[config.mk]
export PLATFORM = sky130hd
export DESIGN_NAME = unidade_busca
export DESIGN_NICKNAME = d
export VERILOG_FILES = /design/src/rtl/unidade_busca_pkg.sv /design/src/rtl/registrador_if_id.sv /design/src/rtl/unidade_busca.sv
export SDC_FILE = /design/constraint.sdc
export NUM_CORES = 1
export LEC_CHECK = 0
export BUFFER_PORTS_ARGS = -buffer_cell sky130_fd_sc_hd__buf_2
export CAP_MARGIN = 20
export CORE_ASPECT_RATIO = 1.75
export CORE_MARGIN = 2
export CORE_UTILIZATION = 40
export DETAILED_ROUTE_END_ITERATION = 10
export HOLD_SLACK_MARGIN = 0.1
export PLACE_DENSITY = 0.77
export SLEW_MARGIN = 10
export SYNTH_ARGS = -nofsm -noshare
export SYNTH_HDL_FRONTEND = slang
export SYNTH_HIERARCHICAL = 1
export SYNTH_SLANG_ARGS = --single-unit
[constraint.sdc]
create_clock -name clk -period 2.7 [get_ports clk]
set_input_delay 0.135 -clock clk [delete_from_list [all_inputs] [get_ports clk]]
set_output_delay 0.135 -clock clk [all_outputs]
set_load 0.01 [all_outputs]
[src/rtl/unidade_busca_pkg.sv]
// ============================================================================
// Module   : unidade_busca_pkg
// Purpose  : Shared definitions for the fetch unit: FSM state encodings,
//            halt-cause codes, default reset PC and an alignment helper.
// Revision : 1.0 - initial release
// ============================================================================
`default_nettype none

package unidade_busca_pkg;

  typedef enum logic [1:0] {
    ST_BOOT = 2'd0,
    ST_RUN  = 2'd1,
    ST_HALT = 2'd2
  } state_t;

  typedef enum logic [1:0] {
    HC_NONE     = 2'b00,
    HC_RANGE    = 2'b01,
    HC_MISALIGN = 2'b10
  } halt_cause_t;

  localparam logic [31:0] C_RESET_PC_DEFAULT = 32'h0000_0000;

  // Byte targets must be word aligned; only the two low bits matter.
  function automatic logic is_misaligned(input logic [1:0] i_low_bits);
    return (i_low_bits != 2'b00);
  endfunction

endpackage

`default_nettype wire

[src/rtl/registrador_if_id.sv]
// ============================================================================
// Module   : registrador_if_id
// Purpose  : IF/ID pipeline register holding instruction, byte PC and valid.
// Ports    : clk, reset (async, active-high)
//            i_clear   - drop valid (instr/pc keep their value)
//            i_capture - load i_instr / i_pc / i_valid
//            i_instr, i_pc, i_valid - values to capture
//            o_instr, o_pc, o_valid - register contents
// Notes    : i_clear has priority over i_capture; with neither asserted the
//            register holds, which is how the fetch unit implements stall.
// Revision : 1.0 - initial release
// ============================================================================
`default_nettype none

module registrador_if_id #(
  parameter int BITS = 32
) (
  input  logic            clk,
  input  logic            reset,
  input  logic            i_clear,
  input  logic            i_capture,
  input  logic [BITS-1:0] i_instr,
  input  logic [31:0]     i_pc,
  input  logic            i_valid,
  output logic [BITS-1:0] o_instr,
  output logic [31:0]     o_pc,
  output logic            o_valid
);

  logic [BITS-1:0] r_instr;
  logic [31:0]     r_pc;
  logic            r_valid;

  always_ff @(posedge clk or posedge reset) begin
    if (reset) begin
      r_instr <= '0;
      r_pc    <= '0;
      r_valid <= 1'b0;
    end else if (i_clear) begin
      r_valid <= 1'b0;
    end else if (i_capture) begin
      r_instr <= i_instr;
      r_pc    <= i_pc;
      r_valid <= i_valid;
    end
  end

  assign o_instr = r_instr;
  assign o_pc    = r_pc;
  assign o_valid = r_valid;

endmodule

`default_nettype wire

[src/rtl/unidade_busca.sv]
// ============================================================================
// Module   : unidade_busca
// Purpose  : Instruction fetch unit: PC register, BOOT/RUN/HALT control and
//            IF/ID capture against a combinational instruction memory.
// Ports    : clk, reset (async, active-high)
//            stall, flush, redirect, redirect_pc - pipeline control inputs
//            imem_addr (out) / imem_data (in)    - instruction memory port
//            id_instr, id_pc, id_valid           - IF/ID register outputs
//            halted, halt_cause                  - fetch-stopped status
// Revision : 1.0 - initial release
// ============================================================================
`default_nettype none

module unidade_busca
  import unidade_busca_pkg::*;
#(
  parameter int          BITS        = 32,
  parameter int          DEPTH       = 2000,
  parameter int          i_addr_bits = 13,
  parameter logic [31:0] RESET_PC    = C_RESET_PC_DEFAULT
) (
  input  logic                   clk,
  input  logic                   reset,
  input  logic                   stall,
  input  logic                   flush,
  input  logic                   redirect,
  input  logic [31:0]            redirect_pc,
  output logic [i_addr_bits-3:0] imem_addr,
  input  logic [BITS-1:0]        imem_data,
  output logic [BITS-1:0]        id_instr,
  output logic [31:0]            id_pc,
  output logic                   id_valid,
  output logic                   halted,
  output logic [1:0]             halt_cause
);

  localparam logic [31:0] C_PC_LIMIT = 32'(4 * DEPTH);

  state_t      r_state;
  halt_cause_t r_halt_cause;
  logic [31:0] r_pc;
  logic        r_halted;

  logic w_misalign;
  logic w_out_of_range;
  logic w_capture;
  logic w_clear;
  logic w_valid_in;

  assign w_misalign     = redirect && is_misaligned(redirect_pc[1:0]);
  // Compared on the full 32-bit PC so the check happens before any wrap.
  assign w_out_of_range = (r_pc >= C_PC_LIMIT);

  // IF/ID control; priority mirrors the PC/FSM update below.
  always_comb begin
    w_capture  = 1'b0;
    w_clear    = 1'b0;
    w_valid_in = 1'b0;
    if (r_state == ST_RUN) begin
      if (redirect || w_out_of_range) begin
        w_clear = 1'b1;
      end else if (stall) begin
        w_clear = flush;
      end else begin
        w_capture  = 1'b1;
        w_valid_in = ~flush;
      end
    end else begin
      w_clear = 1'b1;
    end
  end

  always_ff @(posedge clk or posedge reset) begin
    if (reset) begin
      r_state      <= ST_BOOT;
      r_pc         <= RESET_PC;
      r_halted     <= 1'b0;
      r_halt_cause <= HC_NONE;
    end else begin
      case (r_state)
        ST_BOOT: r_state <= ST_RUN;
        ST_RUN: begin
          if (w_misalign) begin
            r_state      <= ST_HALT;
            r_halted     <= 1'b1;
            r_halt_cause <= HC_MISALIGN;
          end else if (redirect) begin
            r_pc <= redirect_pc;
          end else if (w_out_of_range) begin
            r_state      <= ST_HALT;
            r_halted     <= 1'b1;
            r_halt_cause <= HC_RANGE;
          end else if (!stall) begin
            r_pc <= r_pc + 32'd4;
          end
        end
        default: r_state <= ST_HALT;
      endcase
    end
  end

  registrador_if_id #(
    .BITS (BITS)
  ) u_if_id (
    .clk       (clk),
    .reset     (reset),
    .i_clear   (w_clear),
    .i_capture (w_capture),
    .i_instr   (imem_data),
    .i_pc      (r_pc),
    .i_valid   (w_valid_in),
    .o_instr   (id_instr),
    .o_pc      (id_pc),
    .o_valid   (id_valid)
  );

  assign imem_addr  = r_pc[i_addr_bits-1:2];
  assign halted     = r_halted;
  assign halt_cause = r_halt_cause;

endmodule

`default_nettype wire

Yosys cells after proc, flatten, opt, wreduce, memory -nomap -nowiden
Cells that the tools add are included.
{"block": "classes", "n_addsub": 1, "order_cmp": 1, "n_eq_ne": 6, "n_mux": 24, "n_bitwise": 3, "n_reduce_logical": 10}
{"operator": "$mux W32", "count": 3}
{"operator": "$add A32 B3 Y32 const B", "count": 1}
{"operator": "$ge A32 B13 Y1 const B", "count": 1}
{"operator": "$mux W1", "count": 14}
{"operator": "$mux W2", "count": 6}
{"operator": "$ne A3 B3 Y1 const B", "count": 2}
{"operator": "$reduce_bool A2 Y1", "count": 3}
{"operator": "$ne A2 B1 Y1 const B", "count": 2}
{"operator": "$pmux W2 S2", "count": 1}
{"operator": "$reduce_and A2 Y1", "count": 2}
{"operator": "$reduce_and A4 Y1", "count": 1}
{"operator": "$not A1 Y1", "count": 3}
{"operator": "$reduce_and A3 Y1", "count": 1}
{"operator": "$eq A2 B1 Y1 const B", "count": 1}
{"operator": "$logic_not A2 Y1", "count": 1}
{"operator": "$ne A2 B2 Y1 const B", "count": 1}
{"operator": "$logic_and A1 B1 Y1", "count": 1}
{"operator": "$logic_or A1 B1 Y1", "count": 1}
{"block": "word_totals", "ff_bits": 102, "inputBits": 69, "output_inout_bits": 79}

Depth between registers and ports, before layout
{"block": "logic_depth", "word_depth": 6, "depth_mapped": 10}

Modules after synthesis
Netlist, hierarchy kept.
{"module": "registrador_if_id", "n_inst": 1, "cells_each": 140, "area_per_inst_um2": 2743.9}
{"module": "unidade_busca", "n_inst": 1, "cells_each": 248, "area_per_inst_um2": 2153.3}

Worst setup path before layout
No wires, ideal clock.
{"block": "synth_path", "path_kind": "register -> register", "from": "register r_pc[30]", "to": "register u_if_id.r_instr[0], in the netlist u_if_id/o_instr[0]", "t_arrival_ns": 2.670, "required_time_ns": 2.575, "slack_ns": -0.095, "path_stages_with_launch": 11, "n_path_buf": 4, "period_less_slack_ns": 2.795, "path_cell_list": "dfrtp_1 or4_4 or3_1 or3_1 buf_2 buf_2 inv_1 nor2b_4 buf_12 buf_12 mux2_4"}
{"block": "synth_via", "elab_cells_between_ends": 8, "cone_classes": "1 x order compare; 4 x mux; 1 x bitwise; 2 x reduce/logical"}
{"item": "start, declared", "line_no": "unidade_busca.sv:41", "rtl": "logic [31:0] r_pc;"}
{"item": "start signal, assigned", "line_no": "unidade_busca.sv:88", "rtl": "r_pc <= redirect_pc;"}
{"item": "start signal, assigned", "line_no": "unidade_busca.sv:94", "rtl": "r_pc <= r_pc + 32'd4;"}
{"item": "$ge A32 B13 Y1", "line_no": "unidade_busca.sv:52", "rtl": "assign w_out_of_range = (r_pc >= C_PC_LIMIT);"}
{"item": "$logic_or A1 B1 Y1", "line_no": "unidade_busca.sv:60", "rtl": "if (redirect || w_out_of_range) begin"}
{"item": "$mux W1", "line_no": "unidade_busca.sv:60"}
{"item": "$mux W1", "line_no": "unidade_busca.sv:59", "rtl": "if (r_state == ST_RUN) begin"}
{"item": "via w_capture", "line_no": "unidade_busca.sv:46", "rtl": "logic w_capture;"}
{"item": "$reduce_and A2 Y1 (no source line)"}
{"item": "end signal, assigned", "line_no": "registrador_if_id.sv:42", "rtl": "r_instr <= i_instr;"}
{"item": "end, declared", "line_no": "registrador_if_id.sv:30", "rtl": "logic [BITS-1:0] r_instr;"}
The timed path passes the listed nets, and every way through them passes these cells.
A chain may end at the register's enable or synchronous reset.

Worst setup path after layout
{"block": "layout_path", "from": "register r_pc[28]", "to": "register u_if_id.r_instr[29], in the netlist u_if_id/o_instr[29]"}
Same word-level chain as after synthesis.

==> impl_metrics.tcl <==
set metrics [dict create \
    status "finished clean" \
    antenna_found_initial 0 \
    p_leak_uw 0.00323 \
    wl_per_cell_um 17.3 \
    ant_nets 0 \
    netlist_area_sq_um 4900 \
    die_y_um 150 \
    dieArea_sq_um 13200 \
    internal_power_uw 2590 \
    io_pins 148 \
    globalplace.congestion 0.868 \
    ir_worst_vdd_v 0.000266 \
    dp_hpwl_um 8920 \
    grt_util_all_layers_pct 19.3 \
    fin_crit_ns 2.64 \
    overflow 0 \
    clock_tree.root_cell "clkbuf_16" \
    crit_chain "or4_4 > or3_1 > or3_1 > inv_2 > nor2b_4 > buf_12 > mux2_4" \
    vias 3756 \
    max_cap_violations 0 \
    cts_htree_levels 3 \
    fin_crit_sh_pct 97.8 \
    critPathMaxStageDelay_ns 0.49 \
    drtPass1Iterations 5 \
    fin_nets 635 \
    die_w_um 87.6 \
    cts.clk_slew.worst_paths_ns 0.07 \
    clock_path_buffers 2 \
    fin_skew_ns 0.00873 \
    synth_edf_count 0 \
    critPathKind "reg -> reg" \
    setup_tns_ns 0 \
    drc 0 \
    critPathSlowestCell "or4_4" \
    rsz0062_at_grt "no" \
    finalPower_uw 3320 \
    coreArea_sq_um 12000 \
    endpoint_kind "register" \
    relSlewSlack_pct 45.1 \
    hp-class "in -> reg" \
    cp_num_buf_inv 2 \
    grt_pass1_wl_um 19600 \
    finalSetupViolCount 0 \
    powerDensity_nw_per_um2 520 \
    power_frac_clock_pct 42.6 \
    io_buffer_count 147 \
    layout_commonest_cell "buf_2" \
    p_comb_share_pct 8.6 \
    syn-num-nets 459 \
    place_area_sq_um 5670 \
    row_count 53 \
    seqPwrFrac_pct 48.8 \
    postSynthAreaPerCell_sq_um 12.6 \
    final_area_sq_um 6380 \
    ys_async_sr_fraction_pct 100 \
    cts_tree "built" \
    start_kind "register" \
    mostFrequentLayoutCells "buf_2 (147), dfrtp_1 (102), mux2_4 (60)" \
    tightest_slew_ns 0.821 \
    worst_ep_arrival_time_ns 2.86 \
    via_per_inst 5.12 \
    antennaDiodeCount 0 \
    synthCells 388 \
    clkLatencyLatePin_ns 0.34 \
    cts.sinks 102 \
    grt_pass1_vias 3856 \
    start_util_pct 40.8 \
    dr.first_iter.drc_count 161 \
    path_max_fanout 35 \
    fin_cells 734 \
    dp_cells 681 \
    crit_family "simple AND/OR/NAND/NOR gates" \
    cts_buffers 9 \
    switching_share_pct 22.1 \
    slew_viol_final 0 \
    area_delta_synth_final_pct 30.3 \
    yosysWarningCount 6 \
    synthFlopType "dfrtp_1" \
    fmax_mhz 379 \
    ys_seq_area_share_pct 52.1 \
    totalWireLength_um 12700 \
    holdWs_ns 0.104 \
    path_common_cell "or3_1" \
    crit_required_ns 2.92 \
    synth.distinct_cells 43 \
    p_switching_uw 732 \
    ys_seq_elements 102 \
    grt_max_degree 66 \
    final-hold-violation-count 0 \
    layout-drive-gt1-share_pct 42.9 \
]
## worst register-to-register path: stages (launching register included)
cell	delay [ns]
dfrtp_1	0.40
or4_4	0.49
or3_1	0.30
or3_1	0.38
inv_2	0.08
nor2b_4	0.20
buf_12	0.28
mux2_4	0.38
## what timing repair did
action,CTS,global route
setup buffers,0,0
gates resized for setup,0,0
hold buffers,37,0
hold endpoints to repair,138,0
## synth_stat cells, types with 5 or more instances
master	instances	share of area, %
a21oi_1	15	1.5
a22oi_1	8	1.2
a31oi_1	6	0.77
and3_1	6	0.77
buf_12	7	2.9
buf_4	11	1.7
clkbuf_1	8	0.61
dfrtp_1	102	52
inv_1	18	1.4
mux2_4	60	18
nand2_1	26	2.0
nand2b_1	8	1.0
nand3_1	11	1.1
nor2_1	16	1.2
nor3_1	9	0.92
nor4_1	5	0.64
o21ai_0	9	0.92
o22a_1	9	1.6
o22ai_1	9	1.1
## final cells by class
class | count | area [sq um]
clock buffers | 11 | 253
clock inverters | 5 | 81.3
fillers | 1023 | 5620
inverters | 18 | 67.6
multi-input cells | 238 | 1990
flip-flops and latches | 102 | 2550
well taps | 165 | 206
repair buffers | 195 | 1230
## flip-flops by register name, indices dropped and copies added, names as in the netlist
register and count:
halt_cause 2, halted 1, r_pc 32, r_state 2
u_if_id/o_instr 32, u_if_id/o_pc 32, u_if_id/o_valid 1
## cell families after synthesis
| kind of cell | count (synthesis) | synth area share (%) |
|---|---|---|
| flip-flops | 102 | 52.1 |
| multiplexers | 66 | 19.7 |
| AO/OA/AOI/OAI | 72 | 10.1 |
| AND/OR/NAND/NOR | 98 | 10.3 |
| buffers and inverters | 48 | 7.20 |
| adder cells (fa/ha/maj) | 2 | 0.511 |
## per-stage QoR
step	setup WS, ns	utilization, %
floorplan	-0.0355	-
global placement	0.112	47.3
detailed placement	0.0772	47.3
CTS	0.0676	53.1
global route	0.00111	53.1
finish	0.0596	53.1
## path summary, 6_finish.rpt
path | to | cells past startpoint | slack (ns) | startpoint
max | u_if_id/o_instr[29] | 7 | 0.06 | r_pc[28]
min | r_pc[5] | 3 | 0.10 | redirect_pc[5]
max reg2reg | u_if_id/o_instr[29] | 7 | 0.06 | r_pc[28]
min reg2reg | r_state[0] | 1 | 0.47 | r_state[1]
max in group asynchronous | r_pc[9] | 4 | 1.89 | reset
min in group asynchronous | u_if_id/o_pc[28] | 4 | 0.39 | reset
## per-layer routing
layer	part of all wire [%]	wire length (um)	global-route usage, %	vias up
li1	-	-	-	1737
met5	0	0	0	-
met3	4.6	583	3.45	32
met4	3.0	383	9.46	0
met2	55	6980	34.5	148
met1	37	4720	21.3	1839
## power groups by stage
stage	clock network [uW]	logic, uW	registers [uW]
after floorplan	0	130	1640
after global routing	1510	313	1620
after detailed placement	0	245	1650
after CTS	1450	287	1620
after global placement	0	236	1640
final	1410	285	1620
No activity file was read; power rests on OpenSTA's default activity.
